### config.mk
export PLATFORM = sky130hd
export DESIGN_NAME = bsg_fifo_rolly_replay_ctrl
export DESIGN_NICKNAME = d
export VERILOG_FILES = /design/src/rtl/bsg_fifo_rolly_replay_pkg.sv /design/src/rtl/bsg_fifo_rolly_watchdog.sv /design/src/rtl/bsg_fifo_rolly_replay_ctrl.sv
export SDC_FILE = /design/constraint.sdc
export NUM_CORES = 1
export LEC_CHECK = 0
export ABC_AREA = 1
export CAP_MARGIN = 20
export CORE_ASPECT_RATIO = 1.2
export CORE_MARGIN = 10
export CORE_UTILIZATION = 26
export CTS_CLUSTER_SIZE = 25
export DETAILED_ROUTE_END_ITERATION = 12
export DONT_BUFFER_PORTS = 1
export GPL_TIMING_DRIVEN = 0
export PLACE_DENSITY_LB_ADDON = 0.25
export SLEW_MARGIN = 20
export SYNTH_ARGS = -nofsm -noshare
export SYNTH_HDL_FRONTEND = slang
export SYNTH_HIERARCHICAL = 1
export SYNTH_SLANG_ARGS = --single-unit
### constraint.sdc
create_clock -name clk_i -period 4.4 [get_ports clk_i]
set_input_delay 0.22 -clock clk_i [delete_from_list [all_inputs] [get_ports clk_i]]
set_output_delay 0.22 -clock clk_i [all_outputs]
set_load 0.1 [all_outputs]
### src/rtl/bsg_fifo_rolly_replay_pkg.sv
// Shared types for the rolly FIFO replay controller.
//   state_e : sequencer state (send, one-cycle rollback, sticky error)
//   resp_s  : one link response as seen by the controller
//   sat_inc16 : saturating 16-bit increment used by the optional statistics
//               counter (enabled with BSG_ROLLY_REPLAY_CTRL_STATS_EN)
package bsg_fifo_rolly_replay_pkg;

  typedef enum logic [1:0] {
    e_send     = 2'd0,
    e_rollback = 2'd1,
    e_error    = 2'd2
  } state_e;

  typedef struct packed {
    logic v;          // response present this cycle
    logic nack;       // 1 = replay request
    logic retire_all; // with an ack: retire every outstanding entry
  } resp_s;

  function automatic logic [15:0] sat_inc16(input logic [15:0] value);
    return (value == 16'hFFFF) ? value : value + 16'd1;
  endfunction

endpackage

### src/rtl/bsg_fifo_rolly_watchdog.sv
// Response watchdog for the replay controller.
// Counts consecutive enabled cycles; expire pulses on the cycle the count
// reaches timeout_p-1 while enabled, and the count restarts from 0.
//   clk_i, reset_i : clock, asynchronous active-high reset
//   clear          : force the count to 0 (wins over en)
//   en             : count this cycle
//   expire         : timeout reached this cycle
// Neither clear nor en: the count holds.
module bsg_fifo_rolly_watchdog #(
  parameter int timeout_p = 255
) (
  input  logic clk_i,
  input  logic reset_i,
  input  logic clear,
  input  logic en,
  output logic expire
);

  localparam int width_lp = (timeout_p > 1) ? $clog2(timeout_p) : 1;
  localparam logic [width_lp-1:0] last_lp = width_lp'(timeout_p - 1);

  logic [width_lp-1:0] cnt;

  assign expire = en & ~clear & (cnt == last_lp);

  // NOTE: sequential state uses non-blocking assignments so every flop
  // samples values from before the clock edge.
  always_ff @(posedge clk_i or posedge reset_i) begin
    if (reset_i) begin
      cnt <= '0;
    end else if (clear | expire) begin
      cnt <= '0;
    end else if (en) begin
      cnt <= cnt + 1'b1;
    end
  end

endmodule

### src/rtl/bsg_fifo_rolly_replay_ctrl.sv
// Read-side sequencer for a rollback-capable 1r1w FIFO feeding a lossy link.
// Pops entries speculatively up to window_p, retires them on acks, rewinds the
// FIFO read pointer on a nack or response timeout, and after max_retries_p
// consecutive rewinds without an ack parks in a sticky error state.
//
// Ports:
//   clk_i, reset_i     clock, asynchronous active-high reset (also resets FIFO)
//   fifo_v_i           FIFO has a readable entry at its read pointer
//   fifo_yumi_o        speculative read (advances read pointer)
//   fifo_deq_v_o       retire one entry
//   fifo_ack_v_o       retire every read entry
//   fifo_rollback_v_o  rewind read pointer to the retire pointer
//   link_v_o           entry valid toward the link transmitter
//   link_ready_i       link transmitter accepts
//   resp_v_i, resp_nack_i, resp_all_i   link response (ack/nack, one/all)
//   outstanding_o      read but not yet retired entries
//   error_o            sticky: retries exhausted
//   rollback_cnt_o     saturating rollback count; live only when
//                      BSG_ROLLY_REPLAY_CTRL_STATS_EN is defined, else 0
module bsg_fifo_rolly_replay_ctrl
  import bsg_fifo_rolly_replay_pkg::*;
#(
  parameter int window_p      = 8,
  parameter int timeout_p     = 255,
  parameter int max_retries_p = 3
) (
  input  logic                           clk_i,
  input  logic                           reset_i,
  input  logic                           fifo_v_i,
  output logic                           fifo_yumi_o,
  output logic                           fifo_deq_v_o,
  output logic                           fifo_ack_v_o,
  output logic                           fifo_rollback_v_o,
  output logic                           link_v_o,
  input  logic                           link_ready_i,
  input  logic                           resp_v_i,
  input  logic                           resp_nack_i,
  input  logic                           resp_all_i,
  output logic [$clog2(window_p+1)-1:0]  outstanding_o,
  output logic                           error_o,
  output logic [15:0]                    rollback_cnt_o
);

  localparam int cnt_w_lp   = $clog2(window_p + 1);
  localparam int retry_w_lp = $clog2(max_retries_p + 1);
  localparam logic [cnt_w_lp-1:0]   window_lp     = cnt_w_lp'(window_p);
  localparam logic [cnt_w_lp-1:0]   one_lp        = cnt_w_lp'(1);
  localparam logic [retry_w_lp-1:0] retry_last_lp = retry_w_lp'(max_retries_p - 1);

  state_e                state;
  logic [cnt_w_lp-1:0]   outstanding;
  logic [retry_w_lp-1:0] retries;
  resp_s                 resp;

  logic in_send, has_out, resp_live;
  logic ack_one, ack_all, nack, timer_en, expire, rewind, link_v, yumi;

  assign resp = '{v: resp_v_i, nack: resp_nack_i, retire_all: resp_all_i};

  assign in_send   = (state == e_send);
  assign has_out   = (outstanding != '0);
  // Responses only count in SEND with something to retire; otherwise stale.
  assign resp_live = in_send & resp.v & has_out;
  assign ack_one   = resp_live & ~resp.nack & ~resp.retire_all;
  assign ack_all   = resp_live & ~resp.nack &  resp.retire_all;
  assign nack      = resp_live &  resp.nack;

  // Silence on the link only ages while entries are in flight.
  assign timer_en  = in_send & has_out & ~resp.v;

  bsg_fifo_rolly_watchdog #(.timeout_p(timeout_p)) watchdog (
    .clk_i   (clk_i),
    .reset_i (reset_i),
    .clear   (~timer_en),
    .en      (timer_en),
    .expire  (expire)
  );

  assign rewind = nack | expire;

  // The FIFO cannot take a read alongside ack-all or a pending rewind, and the
  // reset term keeps the FIFO idle while the shared reset is held.
  assign link_v = in_send & fifo_v_i & (outstanding < window_lp)
                & ~ack_all & ~rewind & ~reset_i;
  assign yumi   = link_v & link_ready_i;

  assign link_v_o          = link_v;
  assign fifo_yumi_o       = yumi;
  assign fifo_deq_v_o      = ack_one;
  assign fifo_ack_v_o      = ack_all;
  assign fifo_rollback_v_o = (state == e_rollback);
  assign error_o           = (state == e_error);
  assign outstanding_o     = outstanding;

  always_ff @(posedge clk_i or posedge reset_i) begin
    if (reset_i) begin
      state       <= e_send;
      outstanding <= '0;
      retries     <= '0;
    end else begin
      case (state)
        e_send: begin
          if (rewind) begin
            // Count drops on entry so the rewind cycle already reports 0.
            state       <= e_rollback;
            outstanding <= '0;
          end else if (ack_all) begin
            outstanding <= '0;
            retries     <= '0;
          end else if (ack_one) begin
            outstanding <= outstanding + cnt_w_lp'(yumi) - one_lp;
            retries     <= '0;
          end else begin
            outstanding <= outstanding + cnt_w_lp'(yumi);
          end
        end
        e_rollback: begin
          outstanding <= '0;
          retries     <= retries + 1'b1;
          state       <= (retries == retry_last_lp) ? e_error : e_send;
        end
        e_error: begin
          state <= e_error;
        end
        default: begin
          state <= e_error;
        end
      endcase
    end
  end

`ifdef BSG_ROLLY_REPLAY_CTRL_STATS_EN
  logic [15:0] rollback_cnt;

  always_ff @(posedge clk_i or posedge reset_i) begin
    if (reset_i) begin
      rollback_cnt <= '0;
    end else if (state == e_rollback) begin
      rollback_cnt <= sat_inc16(rollback_cnt);
    end
  end

  assign rollback_cnt_o = rollback_cnt;
`else
  assign rollback_cnt_o = '0;
`endif

  // A response with nothing outstanding means the remote side is confused.
  resp_without_outstanding: assert property (
    @(posedge clk_i) disable iff (reset_i)
      !(in_send && resp_v_i && !has_out)
  ) else $error("response received with no outstanding entries");

endmodule

==> metrics.yaml <==
place_area_um2: 1553
relSlewSlack_pct: 27.83
grt_use_total_pct: 6.309
dp_hpwl_mm: 2.284
setup_viol: 0
hold_class: "in2reg"
instances_no_fill: 267
grt_pass1_vias: 936
finalCriticalPeriod_ns: 4.000
drt_iter0_drc: 23
tns_ns: 0
io_pins: 33
drv_slew: 0
drive_gt1_share_pct: 27.54
cts_buffers: 3
p_leak_nw: 0.8862
wl_mm: 2.617
clk_latency_ns: 0.25
clockRootBuffer: "clkbuf_8"
start_kind: "flop"
seq_area_frac_synth_pct: 29.20
grtUsageMet1_pct: 7.085
skew_ns: 0.0008698
met3_usage_pct: 2.612
syn2layout_area_growth_pct: 18.34
path_max_fanout: 8
io_buffers: 0
critPathKind: "reg2reg"
fp-row-count: 28
ant_nets: 0
grt-busiest-layer: "met2"
yosys_warnings: 6
cts_tree: "done"
n_fill_cell: 547
firstDrtPassIters: 4
synth_seq_cells: 16
clock_path_buffers: 2
crit_chain: "buf_6 -> nor2_8 -> nand2_4 -> nand2_1 -> nor2_1 -> inv_1 -> inv_1 -> nand3_1 -> nor4_1 -> inv_1 -> nand3_4 -> clkinv_2 -> nand2_2 -> nor3_4 -> buf_16 -> buf_1 -> ha_1 -> ha_1 -> inv_1 -> ha_1 -> xor2_1 -> nand2_2 -> nand3_2 -> nand2_1"
rsz0062_at_grt: "false"
grt_max_degree: 10
core_um2: 5010
syn_inst: 185
p_per_area_nw_per_um2: 552.9
synth.distinct_cells: 29
cts.sinks: 16
outcome: "finished clean"
hold_viol: 0
viasPerCell: 3.794
gp_congestion: 0.7177
die-area_um2: 8591
drc: 0
fp.dieW_um: 86.30
dp.cells: 262
crit_path_frequent_cell: "inv_1"
path_clk_slew_ns: 0.06
grt_antenna_before_repair: 0
syn_area_um2: 1371
whs_path_depth: 4
num_vias: 1013
met2_usage_pct: 10.43
syn_avg_cell_area_um2: 7.413
fmax_mhz: 250.0
post-route-util_pct: 32.39
ir_drop_mv: 0.1567
antennaDiodeCount: 0
grt_pass1_wl_mm: 4.416
slowest_delay_ns: 0.69
cp_slowest_cell: "dfrtp_2"
fp.dieH_um: 99.56
drv_cap: 0
crit_required_ns: 4.54
design_power_total_uw: 897.2
wire_per_inst_um: 9.801
end_kind: "flop"
ff2ff_path_depth: 24
grt_overflow_total: 0
period_share_pct: 90.90
final_area_um2: 1623
initial_core_util_pct: 27.37
worstMarginPinSlew_ns: 1.081
htreeDepth: 1
nets: 221
crit_arrival_ns: 4.14
-- timing repair --
item | CTS | global route
setup buffers | 0 | 0
endpoints found under the setup margin | 0 | 3
gates resized for setup | 0 | 4
hold buffers | 1 | 0
endpoints found under the hold margin | 16 | 0
-- registers in the layout, summed over array words and instances (netlist names) --
name           cells
retries            2
state              2
outstanding_o      4
watchdog/cnt       8
-- final cells by class --
type                    count  area, um^2  share of cell area, %
well taps                  60       75.07                  4.626
clock buffers               4       55.05                  3.392
repair buffers              3       41.29                  2.544
flip-flops and latches     16       405.4                  24.98
plain buffers              17       131.4                  8.096
inverters                  35       136.4                  8.404
multi-input cells         132       778.2                  47.96
-- per-layer routing --
metal | routed length [um] | part of all wire, %
met1 | 1047 | 40
met2 | 1352 | 52
met3 | 183 | 7.0
met4 | 34 | 1.3
met5 | 0 | 0
-- kinds of logic after synthesis --
logic type	after synthesis	synth area share, %
AND/OR/NAND/NOR	101	39.51
other	1	0.2735
AO/OA/AOI/OAI	4	2.280
adder cells (fa/ha/maj)	6	5.474
flip-flops	16	29.20
buffers and inverters	52	19.53
XOR/XNOR	5	3.742
-- synth_stat cells, drive strengths merged --
cell	instances	area share, %
xnor2	2	1.8
nand3	13	7.3
nor3	1	0.73
conb	1	0.27
nand2	58	18
clkinv	2	0.73
nand4	2	1.4
inv	33	9.2
xor2	3	1.9
nor4	1	0.46
o211ai	1	0.91
ha	6	5.5
nor2	26	12
buf	17	9.6
dfrtp	16	29
o21ai	3	1.4
-- stage by stage --
step                      hold slack, ns  worst slack (ns)
after global routing              0.2681           0.01548
final                             0.2599            0.4004
after global placement           0.07636           -0.3450
after CTS                         0.2545           0.02871
after detailed placement         0.07177           0.04781
after floorplan                  0.03566          0.009143
-- critical path, delay by kind of cell, from the launching register on --
| family | cells | cell delay, ns |
|---|---|---|
| xor+xnor | 1 | 0.19 |
| fa+ha+maj | 3 | 0.72 |
| buf+inv | 8 | 0.95 |
| flops | 1 | 0.69 |
| simple gates | 12 | 1.33 |
-- where the power goes --
| group | leakage, nW | internal [mW] | switching, mW |
|---|---|---|---|
| clock | 0.0288 | 0.0794 | 0.0495 |
| combinational | 0.645 | 0.134 | 0.339 |
| sequential | 0.212 | 0.175 | 0.121 |
-- path summary, 6_finish.rpt --
kind | from | to | slack (ns)
setup reg to reg | outstanding_o[2] | outstanding_o[2] | 0.40
hold reg to reg | retries[0] | retries[0] | 0.48
hold / removal | resp_nack_i | state[0] | 0.26
setup / recovery | outstanding_o[2] | outstanding_o[2] | 0.40
max in group asynchronous | reset_i | outstanding_o[2] | 3.73
min in group asynchronous | reset_i | watchdog/cnt[5] | 0.38
-- placed cells by master, fill, tap and decap left out --
cell | netlist | final
nand2_1 | 51 | 51
inv_1 | 28 | 28
nor2_1 | 21 | 18
buf_4 | 16 | 16
conb_1 | 1 | 16
dfrtp_1 | 16 | 12
nand3_1 | 9 | 9
ha_1 | 6 | 6
nand2_2 | 5 | 5
inv_2 | 4 | 4
clkbuf_8 | 0 | 4
dfrtp_2 | 0 | 4
nor2_8 | 3 | 3
nor2_4 | 2 | 3
xor2_1 | 3 | 3
nand2_4 | 2 | 2
nand3_4 | 2 | 2
nand3_2 | 2 | 2
clkinv_2 | 2 | 2
nor2_2 | 0 | 2
inv_4 | 1 | 1
buf_6 | 1 | 1
xnor2_2 | 1 | 1
nand4_2 | 1 | 1
o21ai_2 | 1 | 1
o211ai_2 | 1 | 1
nor3_4 | 0 | 1
o21ai_1 | 1 | 1
nand4_1 | 1 | 1
dlygate4sd3_1 | 0 | 1
buf_1 | 0 | 1
xnor2_1 | 1 | 1
nor4_1 | 1 | 1
o21ai_0 | 1 | 1
buf_16 | 0 | 1
Note: power is estimated with default switching activity, not from simulation.
